$ cat src/rtl/iob_pcie_chnl_rx.sv
// RIFFA receive-channel adapter: accepts one host transaction at a time and
// forwards its beats through a first-word-fall-through FIFO as a valid/ready stream.
module iob_pcie_chnl_rx #(
  parameter int C_PCI_DATA_WIDTH = 32,
  parameter int FIFO_AW          = 4
) (
  input  logic                        CLK,
  input  logic                        RST,
  output logic                        CHNL_RX_CLK,
  input  logic                        CHNL_RX,
  output logic                        CHNL_RX_ACK,
  input  logic                        CHNL_RX_LAST,
  input  logic [31:0]                 CHNL_RX_LEN,
  input  logic [30:0]                 CHNL_RX_OFF,
  input  logic [C_PCI_DATA_WIDTH-1:0] CHNL_RX_DATA,
  input  logic                        CHNL_RX_DATA_VALID,
  output logic                        CHNL_RX_DATA_REN,
  output logic [C_PCI_DATA_WIDTH-1:0] OUT_DATA,
  output logic                        OUT_VALID,
  output logic                        OUT_LAST,
  input  logic                        OUT_READY,
  output logic [31:0]                 STAT_LEN,
  output logic [30:0]                 STAT_OFF,
  output logic                        STAT_LASTTX,
  output logic [31:0]                 STAT_WORDS,
  output logic                        RX_DONE,
  output logic                        ERR_LEN,
  input  logic                        ERR_CLR
);

  localparam int          DW    = C_PCI_DATA_WIDTH;
  localparam int          DEPTH = 1 << FIFO_AW;
  localparam logic [31:0] W     = 32'(C_PCI_DATA_WIDTH / 32);

  typedef enum logic [1:0] {S_IDLE, S_ACK, S_RECV, S_DONE} state_t;

  state_t            state_q, state_d;
  logic [31:0]       len_q, len_d;
  logic [30:0]       off_q, off_d;
  logic              lasttx_q, lasttx_d;
  logic [31:0]       words_q, words_d;
  logic              ack_q, ack_d;
  logic              done_q, done_d;
  logic              err_q, err_d;
  logic [FIFO_AW:0]  wptr_q, rptr_q;
  logic [DW:0]       mem [DEPTH];

  logic full, empty, covered, accept, push, pop, last_flag, err_set;

  assign CHNL_RX_CLK = CLK;

  assign full  = (wptr_q[FIFO_AW] != rptr_q[FIFO_AW]) &&
                 (wptr_q[FIFO_AW-1:0] == rptr_q[FIFO_AW-1:0]);
  assign empty = (wptr_q == rptr_q);

  // Once the announced length is covered, further beats are drained and dropped
  // so a misbehaving host can never stall on a full FIFO.
  assign covered          = (words_q >= len_q);
  assign CHNL_RX_DATA_REN = (state_q == S_RECV) && (!full || covered);
  assign accept           = CHNL_RX_DATA_VALID && CHNL_RX_DATA_REN;
  assign push             = accept && !covered && !full;
  assign pop              = !empty && OUT_READY;
  assign last_flag        = ({1'b0, words_q} + {1'b0, W}) >= {1'b0, len_q};

  // State register and registered outputs
  always_ff @(posedge CLK or posedge RST) begin
    if (RST) begin
      state_q  <= S_IDLE;
      len_q    <= '0;
      off_q    <= '0;
      lasttx_q <= 1'b0;
      words_q  <= '0;
      ack_q    <= 1'b0;
      done_q   <= 1'b0;
      err_q    <= 1'b0;
      wptr_q   <= '0;
      rptr_q   <= '0;
    end else begin
      state_q  <= state_d;
      len_q    <= len_d;
      off_q    <= off_d;
      lasttx_q <= lasttx_d;
      words_q  <= words_d;
      ack_q    <= ack_d;
      done_q   <= done_d;
      err_q    <= err_d;
      if (push) wptr_q <= wptr_q + 1'b1;
      if (pop)  rptr_q <= rptr_q + 1'b1;
    end
  end

  always_ff @(posedge CLK) begin
    if (push) mem[wptr_q[FIFO_AW-1:0]] <= {last_flag, CHNL_RX_DATA};
  end

  // Next-state logic
  always_comb begin
    state_d = state_q;
    case (state_q)
      S_IDLE:  if (CHNL_RX) state_d = S_ACK;
      S_ACK:   state_d = S_RECV;
      S_RECV:  if (!CHNL_RX && !accept) state_d = S_DONE;
      S_DONE:  state_d = S_IDLE;
      default: state_d = S_IDLE;
    endcase
  end

  // Output / status next values; ACK and RX_DONE are registered from state_d so
  // they line up exactly with the ACK and DONE states.
  always_comb begin
    len_d    = len_q;
    off_d    = off_q;
    lasttx_d = lasttx_q;
    words_d  = words_q;
    ack_d    = (state_d == S_ACK);
    done_d   = (state_d == S_DONE);
    if (state_q == S_IDLE && CHNL_RX) begin
      len_d    = CHNL_RX_LEN;
      off_d    = CHNL_RX_OFF;
      lasttx_d = CHNL_RX_LAST;
      words_d  = '0;
    end
    if (accept) words_d = words_q + W;
    err_set = (accept && covered) || (state_q == S_DONE && !covered);
    err_d   = err_set || (err_q && !ERR_CLR);
  end

  assign OUT_VALID   = !empty;
  assign OUT_DATA    = mem[rptr_q[FIFO_AW-1:0]][DW-1:0];
  assign OUT_LAST    = mem[rptr_q[FIFO_AW-1:0]][DW];
  assign CHNL_RX_ACK = ack_q;
  assign RX_DONE     = done_q;
  assign ERR_LEN     = err_q;
  assign STAT_LEN    = len_q;
  assign STAT_OFF    = off_q;
  assign STAT_LASTTX = lasttx_q;
  assign STAT_WORDS  = words_q;

endmodule

$ cat config.mk
export PLATFORM = sky130hd
export DESIGN_NAME = iob_pcie_chnl_rx
export DESIGN_NICKNAME = d
export VERILOG_FILES = /design/src/rtl/iob_pcie_chnl_rx.sv
export SDC_FILE = /design/constraint.sdc
export NUM_CORES = 1
export LEC_CHECK = 0
export CAP_MARGIN = 15
export CORE_ASPECT_RATIO = 1.75
export CORE_MARGIN = 1
export CORE_UTILIZATION = 35
export CTS_CLUSTER_SIZE = 30
export DETAILED_ROUTE_END_ITERATION = 8
export GPL_TIMING_DRIVEN = 0
export SETUP_SLACK_MARGIN = 0.1
export SYNTH_ARGS = -nofsm -noshare
export SYNTH_HDL_FRONTEND = slang
export SYNTH_SLANG_ARGS = --single-unit
$ cat constraint.sdc
create_clock -name CLK -period 6.95 [get_ports CLK]
set_input_delay 1.0425 -clock CLK [delete_from_list [all_inputs] [get_ports CLK]]
set_output_delay 1.0425 -clock CLK [all_outputs]
set_load 0.01 [all_outputs]
==> key figures <==
Status
  • Status: finished, final reports clean

Setup path
  • Largest delay share family, worst path: buffers and inverters
  • Setup CP Type: reg2out
  • RR Endpoint: mem[2][19]$_DFFE_PP_
  • Crit path arrival time: 4.62 ns
  • R2R setup slack: 1.95 ns
  • Critical path origin: rptr_q[1]$_DFFE_PP0P_
  • R2r worst-path depth: 13
  • Worst setup path end: OUT_LAST
  • Worst-path cell chain: clkbuf_1, clkbuf_1, clkbuf_1, mux4_2, mux4_2, clkdlybuf4s50_1
  • Slowest stage cell on the critical path: clkbuf_1
  • Crit path required time: 5.91 ns
  • Worst path max stage delay: 0.79 ns
  • Worst setup EP type: output pin
  • CP Max Fanout: 10
  • Worst R2R Start: STAT_LEN[17]$_DFFE_PP0P_
  • Number of cells on the critical path: 6
  • CP Buf/Inv Count: 4
  • CP most frequent cell: clkbuf_1
  • Startpoint Class: flop

Synthesis
  • Post-synth net total: 1558
  • Synth Cell Area: 26500 um^2
  • Share of Yosys cell area claimed by the top area cell type: 59.9%
  • Post-Syn Area per Cell: 19.2 um^2
  • Number of flops mapped to enable cells by yosys: 528
  • Primary FF master, synth: edfxtp_1
  • Cell variety after synth: 48
  • Post-synth ARST share: 17.4%
  • Mapped Cells: 1382
  • Ranking of synthesized cells by area: edfxtp_1 60%, mux4_2 14%, dfrtp_1 10%
  • Seq/Total Area, Yosys: 70.3%
  • Ys Warns: 0
  • Area leader, netlist: edfxtp_1
  • FF+latch count, synth: 639

Global route
  • Antenna violations before repair: 3
  • First-pass GRT wire length: 102000 um
  • Total Routing Usage GR: 18.4%
  • Maximum number of pins on one net before global-route repair: 85
  • Grt ovf: 0
  • Vias in the first global route: 15852

Die
  • Initial Util: 35.3%
  • Rows: 133
  • Die area: 76800 um^2
  • Core footprint: 75100 um^2
  • Die height: 366 um
  • Num ports: 237
  • Die width: 210 um

STA
  • Clock Skews: 0.0178 ns
  • Fin crit share: 81.5%
  • Final hold vios: 0
  • Hold slack final: 0.507 ns
  • Fin worst setup slack: 1.29 ns
  • Worst-margin pin slew: 1.06 ns
  • Unrepaired setup endpoints after global routing: false
  • Slew Limit Fails: 0
  • Final setup fails: 0
  • Max Freq: 177 MHz
  • Crit path time final: 5.66 ns
  • Slew margin rel.: 29.0%

Clocking
  • Hold-fix buffers, CTS: 0
  • CTS tree: yes
  • Clock Latency Late Sink: 0.76 ns
  • Clk slew on worst S/H paths: 0.07 ns
  • Post_cts resized: 0
  • Post-CTS setup buffers: 0

Place
  • Pre-CTS WS: 1.87 ns
  • Dpl cell area: 30600 um^2
  • Port bufs: 236
  • Post-detail-place hpwl: 47300 um
  • RD Place Congestion: 0.889
  • # placed instances: 2661

Route
  • Total detailed-routing wirelength: 69100 um
  • 1st-pass router iterations: 5
  • Wirelength per Cell: 24.9 um
  • Via total after detailed routing: 14289
  • DR vias/cell: 5.14
  • DRC viols: 0
  • Initial drt markers: 881
  • Routed Antenna Nets: 0

Pwr
  • Leakage power: 11.7 nW
  • Pwr dens: 386 nW/um^2
  • VDD IR-drop max: 0.000273 V
  • Total power: 12.7 mW

Final layout
  • Layout cells sized above 1: 22.3%
  • Post-Layout Cell Count: 2780
  • Area Growth Syn to Fin: 24.0%
  • Cell area after layout: 32800 um^2
  • Final net count: 1896
  • Diodes inserted: 0

Run
  • Total of max-cap violations: 0

Hold path
  • Hold crit path type: reg2reg
-- layer usage --
| layer | track usage [%] | vias up | wire (um) |
|---|---|---|---|
| met3 | 4.04 | 149 | 4440 |
| met1 | 19.4 | 7379 | 24300 |
| met5 | 0 | - | 41 |
| met4 | 8.90 | 6 | 2900 |
| met2 | 34.1 | 520 | 37500 |
| li1 | - | 6235 | - |
-- sequential cells by signal (all words and copies together) (netlist names) --
register and flops:
mem 528, wptr_q 5, STAT_OFF 31, RX_DONE 1, ERR_LEN 1, STAT_WORDS 32, CHNL_RX_ACK 1, STAT_LEN 32
STAT_LASTTX 1, rptr_q 5, state_q 2
-- cells in the mapped netlist, types with 2 or more instances --
| cell type | number |
|---|---|
| a31oi_1 | 3 |
| o21ai_0 | 15 |
| mux4_2 | 165 |
| o221ai_1 | 2 |
| and4_1 | 5 |
| nor4b_1 | 2 |
| ha_1 | 74 |
| mux2_2 | 65 |
| a211o_1 | 7 |
| nand2b_1 | 7 |
| nand4b_1 | 4 |
| nor2b_1 | 6 |
| and3_1 | 40 |
| nor2_1 | 22 |
| dfrtp_1 | 111 |
| xor2_1 | 14 |
| buf_1 | 15 |
| nor3_1 | 14 |
| o21a_1 | 2 |
| edfxtp_1 | 528 |
| buf_2 | 4 |
| xnor2_1 | 25 |
| nor4_1 | 2 |
| clkbuf_1 | 46 |
| nand4_1 | 19 |
| a21o_1 | 33 |
| inv_1 | 41 |
| nand3_1 | 19 |
| and2_1 | 3 |
| nand2_1 | 47 |
| a21oi_1 | 24 |
| nor3b_1 | 2 |
-- cell usage in the layout (no fill, tap or decap), types with 8 or more instances in the layout --
master	count
edfxtp_1	528
clkdlybuf4s50_1	236
mux4_2	165
dfrtp_1	111
ha_1	74
mux2_2	65
clkbuf_16	62
clkbuf_1	51
nand2_1	47
inv_1	40
a21o_1	33
and3_1	28
xnor2_1	25
a21oi_1	24
nor2_1	22
nand4_1	19
nand3_1	19
buf_1	15
o21ai_0	15
xor2_1	14
and3_2	12
buf_6	12
buf_12	11
nor3_1	10
bufinv_16	10
clkinv_1	10
clkinvlp_4	9
clkinv_2	8
buf_8	8
-- cell families after synthesis --
kind of cell    Yosys count  share of synthesized area [%]
simple gates            198                           4.07
xor+xnor                 39                           1.29
fa+ha+maj                74                           3.50
compound gates           94                           2.42
buf+inv                 108                           1.59
mux                     230                           16.8
flops                   639                           70.3
-- power breakdown --
part	switching (mW)	total, mW	leakage [nW]	internal, mW
Clock	1.53	3.57	1.02	2.03
Sequential	0.213	4.74	6.14	4.53
Combinational	2.12	4.37	4.54	2.25
-- layout make-up --
cell class	count	area, um^2
fill	6513	42200
sequential	639	18600
multi-input combinational	635	7470
timing repair buffer	273	2920
clock buffer	68	1580
tap	1012	1270
clock inverter	45	557
buffer	67	268
inverter	41	159
-- worst reg2reg max path, stage by stage (launching register included) --
cell and delay [ns]:
dfrtp_1 0.40, inv_1 0.13, ha_1 0.26, a21o_1 0.18, a31oi_1 0.46, nor4b_1 0.50
a31oi_4 0.19, nor4b_1 0.72, buf_2 0.32, buf_2 0.23, nand2_1 0.09, nor3_2 0.80
buf_6 0.29, buf_6 0.16
-- worst min-delay path by stage --
stage,from,end,slack [ns],cells after the start
2_1_floorplan,wptr_q[4]$_DFFE_PP0P_,wptr_q[4]$_DFFE_PP0P_,0.46,1
3_3_place_gp,wptr_q[4]$_DFFE_PP0P_,wptr_q[4]$_DFFE_PP0P_,0.48,1
3_5_place_dp,STAT_OFF[29]$_DFFE_PP0P_,STAT_OFF[29]$_DFFE_PP0P_,0.49,1
4_1_cts,wptr_q[4]$_DFFE_PP0P_,wptr_q[4]$_DFFE_PP0P_,0.51,1
5_1_grt,STAT_OFF[16]$_DFFE_PP0P_,STAT_OFF[16]$_DFFE_PP0P_,0.53,1
6_report,wptr_q[4]$_DFFE_PP0P_,wptr_q[4]$_DFFE_PP0P_,0.51,1
-- stage by stage --
stage / TNS [ns] / utilization [%]
global placement: -314.37 / 40.1
floorplan: 0 / -
CTS: 0 / 43.6
global route: 0 / 43.8
finish: 0 / 43.8
detailed placement: 0 / 40.8
Power figures use the tool's default switching activity.
